==> config.mk <==
export PLATFORM = sky130hd
export DESIGN_NAME = frame_pixel_streamer
export DESIGN_NICKNAME = d
export VERILOG_FILES = /design/src/rtl/frame_pixel_streamer.sv
export SDC_FILE = /design/constraint.sdc
export NUM_CORES = 1
export LEC_CHECK = 0
export CAP_MARGIN = 20
export CORE_MARGIN = 2
export CORE_UTILIZATION = 30
export DETAILED_ROUTE_END_ITERATION = 7
export GPL_ROUTABILITY_DRIVEN = 0
export PLACE_DENSITY = 0.54
export SYNTH_ARGS = -nofsm -noshare
export SYNTH_HDL_FRONTEND = slang
export SYNTH_SLANG_ARGS = --single-unit
==> constraint.sdc <==
create_clock -name clk -period 5.5 [get_ports clk]
set_clock_uncertainty 0.2 [all_clocks]
set_input_delay 1.65 -clock clk [delete_from_list [all_inputs] [get_ports clk]]
set_output_delay 1.65 -clock clk [all_outputs]
set_load 0.01 [all_outputs]
==> src/rtl/frame_pixel_streamer.sv <==
// Frame RAM reader that streams one IMG_W x IMG_H frame row-major with valid/ready and ROW_GAP idle cycles between rows.
// Optional STREAM_CHECKSUM_EN adds checksum_o, the mod-2^16 sum of the pixels accepted in the current frame.
module frame_pixel_streamer #(
  parameter int DATA_W  = 8,
  parameter int IMG_W   = 64,
  parameter int IMG_H   = 48,
  parameter int ADDR_W  = 16,
  parameter int ROW_GAP = 2
) (
  input  logic              clk,
  input  logic              rst,
  input  logic              start_i,
  input  logic              ready_i,
  output logic              mem_rd_o,
  output logic [ADDR_W-1:0] mem_addr_o,
  input  logic [DATA_W-1:0] mem_data_i,
  output logic [DATA_W-1:0] pixel_o,
  output logic              valid_o,
  output logic              sol_o,
  output logic              eol_o,
  output logic              busy_o,
  output logic              frame_done_o
`ifdef STREAM_CHECKSUM_EN
  ,
  output logic [15:0]       checksum_o
`endif
);

  // state  | meaning
  // IDLE   | waiting for start_i
  // STREAM | fetching and emitting the current row
  // GAP    | idle cycles between rows, no reads
  // LAST   | all reads issued, draining the final pixels
  // DONE   | one-cycle frame_done_o pulse
  typedef enum logic [2:0] {S_IDLE, S_STREAM, S_GAP, S_LAST, S_DONE} state_t;

  localparam int CW = (IMG_W > 1) ? $clog2(IMG_W) : 1;
  localparam int RW = (IMG_H > 1) ? $clog2(IMG_H) : 1;
  localparam int GW = (ROW_GAP > 2) ? $clog2(ROW_GAP) : 1;
  localparam logic [CW-1:0] COL_LAST = CW'(IMG_W - 1);
  localparam logic [RW-1:0] ROW_LAST = RW'(IMG_H - 1);
  // The first read of the next row covers the final idle cycle, so GAP lasts ROW_GAP-1 cycles.
  localparam logic [GW-1:0] GAP_LOAD = GW'((ROW_GAP >= 2) ? ROW_GAP - 2 : 0);

  state_t            state_q;
  logic [CW-1:0]     fcol_q, ecol_q;
  logic [RW-1:0]     frow_q, erow_q;
  logic              fhold_q;
  logic [GW-1:0]     gap_cnt_q;
  logic              rd_q;
  logic [1:0]        cnt_q, cnt_d;
  logic [DATA_W-1:0] buf0_q, buf0_d, buf1_q, buf1_d;
  logic              busy_q, done_q;

  logic              credit_ok, rd, valid, hs, eol_hs;
  logic              f_last_col, f_last_row, e_last_col, e_last_row;
  logic [DATA_W-1:0] pix;

  always_comb begin
    f_last_col = (fcol_q == COL_LAST);
    f_last_row = (frow_q == ROW_LAST);
    e_last_col = (ecol_q == COL_LAST);
    e_last_row = (erow_q == ROW_LAST);
    credit_ok  = (cnt_q == 2'd0) || ((cnt_q == 2'd1) && !rd_q);
    rd         = (state_q == S_STREAM) && !fhold_q && credit_ok;
    valid      = (cnt_q != 2'd0) || rd_q;
    // Empty buffer: the arriving RAM word is presented directly so the first pixel is not delayed.
    if (cnt_q != 2'd0)
      pix = buf0_q;
    else if (rd_q)
      pix = mem_data_i;
    else
      pix = '0;
    hs     = valid && ready_i;
    eol_hs = hs && e_last_col;
  end

  always_comb begin
    cnt_d  = cnt_q;
    buf0_d = buf0_q;
    buf1_d = buf1_q;
    case (cnt_q)
      2'd0: begin
        if (rd_q && !ready_i) begin
          buf0_d = mem_data_i;
          cnt_d  = 2'd1;
        end
      end
      2'd1: begin
        if (hs) begin
          if (rd_q)
            buf0_d = mem_data_i;
          else
            cnt_d = 2'd0;
        end else if (rd_q) begin
          buf1_d = mem_data_i;
          cnt_d  = 2'd2;
        end
      end
      default: begin
        if (hs) begin
          buf0_d = buf1_q;
          cnt_d  = 2'd1;
        end
      end
    endcase
  end

  always_ff @(posedge clk) begin
    if (rst) begin
      state_q   <= S_IDLE;
      fcol_q    <= '0;
      frow_q    <= '0;
      fhold_q   <= 1'b0;
      ecol_q    <= '0;
      erow_q    <= '0;
      gap_cnt_q <= '0;
      rd_q      <= 1'b0;
      cnt_q     <= '0;
      buf0_q    <= '0;
      buf1_q    <= '0;
      busy_q    <= 1'b0;
      done_q    <= 1'b0;
    end else begin
      rd_q   <= rd;
      cnt_q  <= cnt_d;
      buf0_q <= buf0_d;
      buf1_q <= buf1_d;
      done_q <= 1'b0;

      if (hs) begin
        if (e_last_col) begin
          ecol_q <= '0;
          erow_q <= e_last_row ? '0 : erow_q + RW'(1);
        end else begin
          ecol_q <= ecol_q + CW'(1);
        end
      end

      // Without a gap the fetch runs straight into the next row; otherwise it parks at the row end.
      if (rd) begin
        if (!f_last_col) begin
          fcol_q <= fcol_q + CW'(1);
        end else if (ROW_GAP == 0 && !f_last_row) begin
          fcol_q <= '0;
          frow_q <= frow_q + RW'(1);
        end else begin
          fhold_q <= 1'b1;
        end
      end

      case (state_q)
        S_IDLE: begin
          if (start_i) begin
            state_q <= S_STREAM;
            busy_q  <= 1'b1;
            fcol_q  <= '0;
            frow_q  <= '0;
            fhold_q <= 1'b0;
            ecol_q  <= '0;
            erow_q  <= '0;
          end
        end
        S_STREAM: begin
          if (rd && f_last_col && f_last_row) begin
            state_q <= S_LAST;
          end else if (eol_hs && !e_last_row && ROW_GAP > 0) begin
            fcol_q  <= '0;
            frow_q  <= frow_q + RW'(1);
            fhold_q <= 1'b0;
            if (ROW_GAP >= 2) begin
              state_q   <= S_GAP;
              gap_cnt_q <= GAP_LOAD;
            end
          end
        end
        S_GAP: begin
          if (gap_cnt_q == '0)
            state_q <= S_STREAM;
          else
            gap_cnt_q <= gap_cnt_q - GW'(1);
        end
        S_LAST: begin
          if (hs && e_last_col && e_last_row) begin
            state_q <= S_DONE;
            busy_q  <= 1'b0;
            done_q  <= 1'b1;
          end
        end
        S_DONE:  state_q <= S_IDLE;
        default: state_q <= S_IDLE;
      endcase
    end
  end

`ifdef STREAM_CHECKSUM_EN
  logic [15:0] checksum_q;

  always_ff @(posedge clk) begin
    if (rst)
      checksum_q <= '0;
    else if (state_q == S_IDLE && start_i)
      checksum_q <= '0;
    else if (hs)
      checksum_q <= checksum_q + 16'(pix);
  end

  assign checksum_o = checksum_q;
`endif

  assign mem_rd_o     = rd;
  assign mem_addr_o   = rd ? (ADDR_W'(frow_q) * ADDR_W'(IMG_W) + ADDR_W'(fcol_q)) : '0;
  assign pixel_o      = pix;
  assign valid_o      = valid;
  assign sol_o        = valid && (ecol_q == '0);
  assign eol_o        = valid && e_last_col;
  assign busy_o       = busy_q;
  assign frame_done_o = done_q;

endmodule

Word level (Yosys, flattened, before mapping)
Cells that the tools add are included.
{"block": "word_totals", "ff_bits": 50}
{"block": "classes", "mux": 53, "eq_ne": 19, "n_addsub": 6, "reduce_logical": 35, "bitwise_logic": 2}
{"cell": "two-way mux 6 bit", "count": 17}
{"cell": "two-way mux 8 bit", "count": 6}
{"cell": "adder 6 x 1 -> 6 bit, second input constant", "count": 4}
{"cell": "equality test 6 bit, second input constant", "count": 4}
{"cell": "one-hot mux 6 bit (2 select lines)", "count": 2}
{"cell": "one-hot mux 8 bit (2 select lines)", "count": 1}
{"cell": "AND reduction 4 bit", "count": 4}
{"cell": "two-way mux 3 bit", "count": 5}
{"cell": "adder 12 x 6 -> 13 bit", "count": 1}
{"cell": "two-way mux 13 bit", "count": 1}
{"cell": "logical AND 1 bit", "count": 12}
{"cell": "inequality test 2 bit, second input constant", "count": 6}
{"cell": "one-hot mux 3 bit (4 select lines)", "count": 1}
{"cell": "two-way mux 1 bit", "count": 11}
{"cell": "two-way mux 2 bit", "count": 5}
{"cell": "nonzero test 2 bit", "count": 5}
{"cell": "AND reduction 3 bit", "count": 3}
{"cell": "equality test 3 x 2 -> 1 bit, second input constant", "count": 2}
{"cell": "logical NOT 6 bit", "count": 1}
{"cell": "inequality test 3 bit, second input constant", "count": 2}
{"cell": "one-hot mux 1 bit (2 select lines)", "count": 3}
{"cell": "logical NOT 1 bit", "count": 4}
{"cell": "inequality test 2 x 1 -> 1 bit, second input constant", "count": 2}
{"cell": "one-hot mux 2 bit (2 select lines)", "count": 1}
{"cell": "10 further kinds", "count": 12}

Logic depth before layout (Yosys ltp)
{"block": "logic_depth", "word_depth": 8, "mapped_depth": 8}

Worst setup path after synthesis
OpenSTA, ideal clock, no wires.
{"block": "synth_path", "path_type": "in2out", "from": "input mem_data_i[0]", "to": "output pixel_o[0]", "n_path_buf": 0, "slack_ns": 1.685, "arrival_time_ns": 1.965, "cell_stages": 2, "required_time_ns": 3.650, "path_cell_list": "nand2_1 o21ai_0"}
{"block": "synth_via", "elab_chain_len": 2}
{"item": "from (decl)", "line": "16", "text": "input logic [DATA_W-1:0] mem_data_i,"}
{"item": "two-way mux 8 bit", "line": "70", "text": "else if (rd_q)"}
{"item": "two-way mux 8 bit", "line": "68", "text": "if (cnt_q != 2'd0)"}
{"item": "to (decl)", "line": "17", "text": "output logic [DATA_W-1:0] pixel_o,"}
No other way between the ends.

Final worst setup path
Ends and elaborated chain as after synthesis.

==> reports/results.txt <==
H-tree depth - 2
# rows - 34
fraction of layout cells with a size suffix above 1 - 7.35%
CTS Buffer Depth - 2
Area Growth Syn to Fin - 19.3%
final core occ - 36.3%
first-pass GRT wire length - 9.35 mm
starting DRC count in detailed routing - 86
# fillers - 910
CP arrival - 2.99 ns
Avg WL per Cell - 12.5 µm
final count of hold timing violations - 0
status - finished, final reports clean
post-DP HPWL - 3.87 mm
setup TNS - 0 ns
Worst setup EP type - output pin
peak supply drop - 0.0000915 V
port bufs - 37
Warnings, synthesis - 0
f_max - 0.207 GHz
most frequent cells in the layout - dfxtp_1 (49), nand2_1 (38), clkdlybuf4s50_1 (37)
DIE HEIGHT - 97.3 µm
DR vias - 2194
critical path type - primary input to output pin
CTS Hold Bufs - 0
register area - 981 µm²
Layout Nets - 356
clk root buf - clkbuf_8
critical path fanouts, max - 3
Tmin final - 4.84 ns
max-slew violations - 0
number of global-route vias before repair - 1961
Async SR Flop Fraction - 0%
Final Power - 648 µW
fin crit share - 88.0%
max cap viols - 0
post-CTS sizing - 0
count of cell types in the netlist - 52
CTS tree - built
Remaining Overflow, GRT - 0
Pleak - 1.01 nW
CTS buffer count - 5
DRC violation count after routing - 0
drt pass-1 iters - 4
number of synthesized flops with an enable pin - 0
top_reg_cell synth - dfxtp_1
ant diodes - 0
CP required - 3.65 ns
PD cells - 208 nW/µm²
gr usage total - 11.9%
Synth Area per Inst - 8.37 µm²
Seq cells post-synth - 49
Mapped Area - 2610 µm²
area of the multi-input gates - 1510 µm²
die area - 9470 µm²
Antenna Violating Nets Remaining - 0
RSZ-0062 raised after global routing - false
cell count after synthesis - 312
Clock Pin Slew Worst Setup and Hold Paths - 0.08 ns
Worst Hold Class - register to register
Core Area - 8590 µm²
Detailed Route WL - 5.59 mm
commonest non-fill, non-tap cell in the layout - dfxtp_1
Worst Tran Pin Value - 0.836 ns
die width - 97.3 µm
Seq/Total Area, Yosys - 37.5%
vias per cell - 4.90
Max-slew headroom - 44.2%
Clk Latency, worst-skew pair - 0.30 ns
# IOs - 42
maximum number of pins on one net before global-route repair - 38
initial antenna violation count - 0
final instance area - 3120 µm²
initial core utilization - 30.4%
Placed Area - 3030 µm²
clock sink count - 49
number of setup violations in the final report - 0
postcts setup bufs - 0
CP Launch Type - primary input
[layout make-up]
class                   instances  area share (%)
clock buffers                   7            2.45
clock inverters                 1           0.241
inverters                       6           0.723
multi-input cells             238            48.4
flip-flops and latches         49            31.5
well taps                     108            4.34
repair buffers                 39            12.4
[where the power goes]
part	internal (mW)	switching [mW]	leakage, nW
Clock	0.0902	0.119	0.0385
Sequential	0.361	0.00790	0.396
Combinational	0.0319	0.0380	0.573
Total	0.483	0.165	1.01
[state kept, by name, summed over array words and instances (netlist names)]
register / flops
fhold_q: 1
rd_q: 1
buf0_q: 8
fcol_q: 6
cnt_q: 2
erow_q: 6
frame_done_o: 1
frow_q: 6
busy_o: 1
ecol_q: 6
buf1_q: 8
state_q: 3
[cells in the mapped netlist (2+ instances only)]
master / instances / share of area, %
nor3_1: 13 / 2.5
buf_4: 4 / 1.1
nand2b_1: 2 / 0.48
a311oi_1: 2 / 0.67
nand2_1: 38 / 5.5
inv_1: 6 / 0.86
nand4_1: 6 / 1.4
a31o_2: 2 / 0.67
nor4_1: 6 / 1.4
a211oi_1: 9 / 2.6
dfxtp_1: 49 / 38
o21ai_0: 13 / 2.5
xnor2_1: 4 / 1.3
and3_1: 3 / 0.72
buf_1: 2 / 0.29
nand3_1: 12 / 2.3
mux2i_1: 21 / 8.0
buf_6: 2 / 0.86
a21o_1: 3 / 0.86
a31oi_1: 5 / 1.2
and2_1: 10 / 2.4
or3_1: 4 / 0.96
or2_2: 3 / 0.72
clkbuf_1: 9 / 1.3
nor2_1: 34 / 4.9
buf_2: 5 / 0.96
xor2_1: 3 / 1.0
nor3_2: 3 / 1.1
a21oi_1: 10 / 1.9
nor3b_1: 3 / 0.86
ha_1: 5 / 2.4
[through the flow]
step | setup WS (ns) | cells | hold slack [ns]
4_1_cts | 0.625 | 448 | 0.297
5_1_grt | 0.571 | 448 | 0.320
3_3_place_gp | 0.641 | 440 | 0.273
2_1_floorplan | 1.68 | 315 | 0.260
3_5_place_dp | 0.626 | 440 | 0.284
6_report | 0.661 | 448 | 0.291
[routing by layer]
metal  wire [µm]  global-route usage (%)  vias to the layer above
met2        2400                    18.1                       46
met4          79                    4.17                        0
met1        2890                    16.6                      990
met5           0                       0                        -
li1            -                       -                     1150
met3         223                    2.66                        8
[kinds of logic (layout without fill, tap and decap cells)]
| group | count (synthesis) | after routing | share of synthesized area (%) |
|---|---|---|---|
| simple gates | 147 | 147 | 28.9 |
| compound gates | 53 | 53 | 14.8 |
| flops | 49 | 49 | 37.5 |
| buf+inv | 28 | 53 | 5.41 |
| mux | 22 | 22 | 8.48 |
| xor+xnor | 7 | 7 | 2.35 |
| fa+ha+maj | 5 | 5 | 2.39 |
| other cells | 1 | 4 | 0.144 |
[worst max-delay path, cell delays in order]
cell and delay (ns):
clkdlybuf4s50_1 0.50, nand2_1 0.05, o21ai_0 0.20, clkdlybuf4s50_1 0.58
[final timing paths]
path	depth (start not counted)	start	to	slack, ns
setup reg to reg	5	cnt_q[1]	frow_q[2]	2.88
hold reg to reg	2	ecol_q[1]	ecol_q[1]	0.29
hold / removal	2	ecol_q[1]	ecol_q[1]	0.29
setup / recovery	4	mem_data_i[0]	pixel_o[0]	0.66
(Power assumes the default switching activity.)
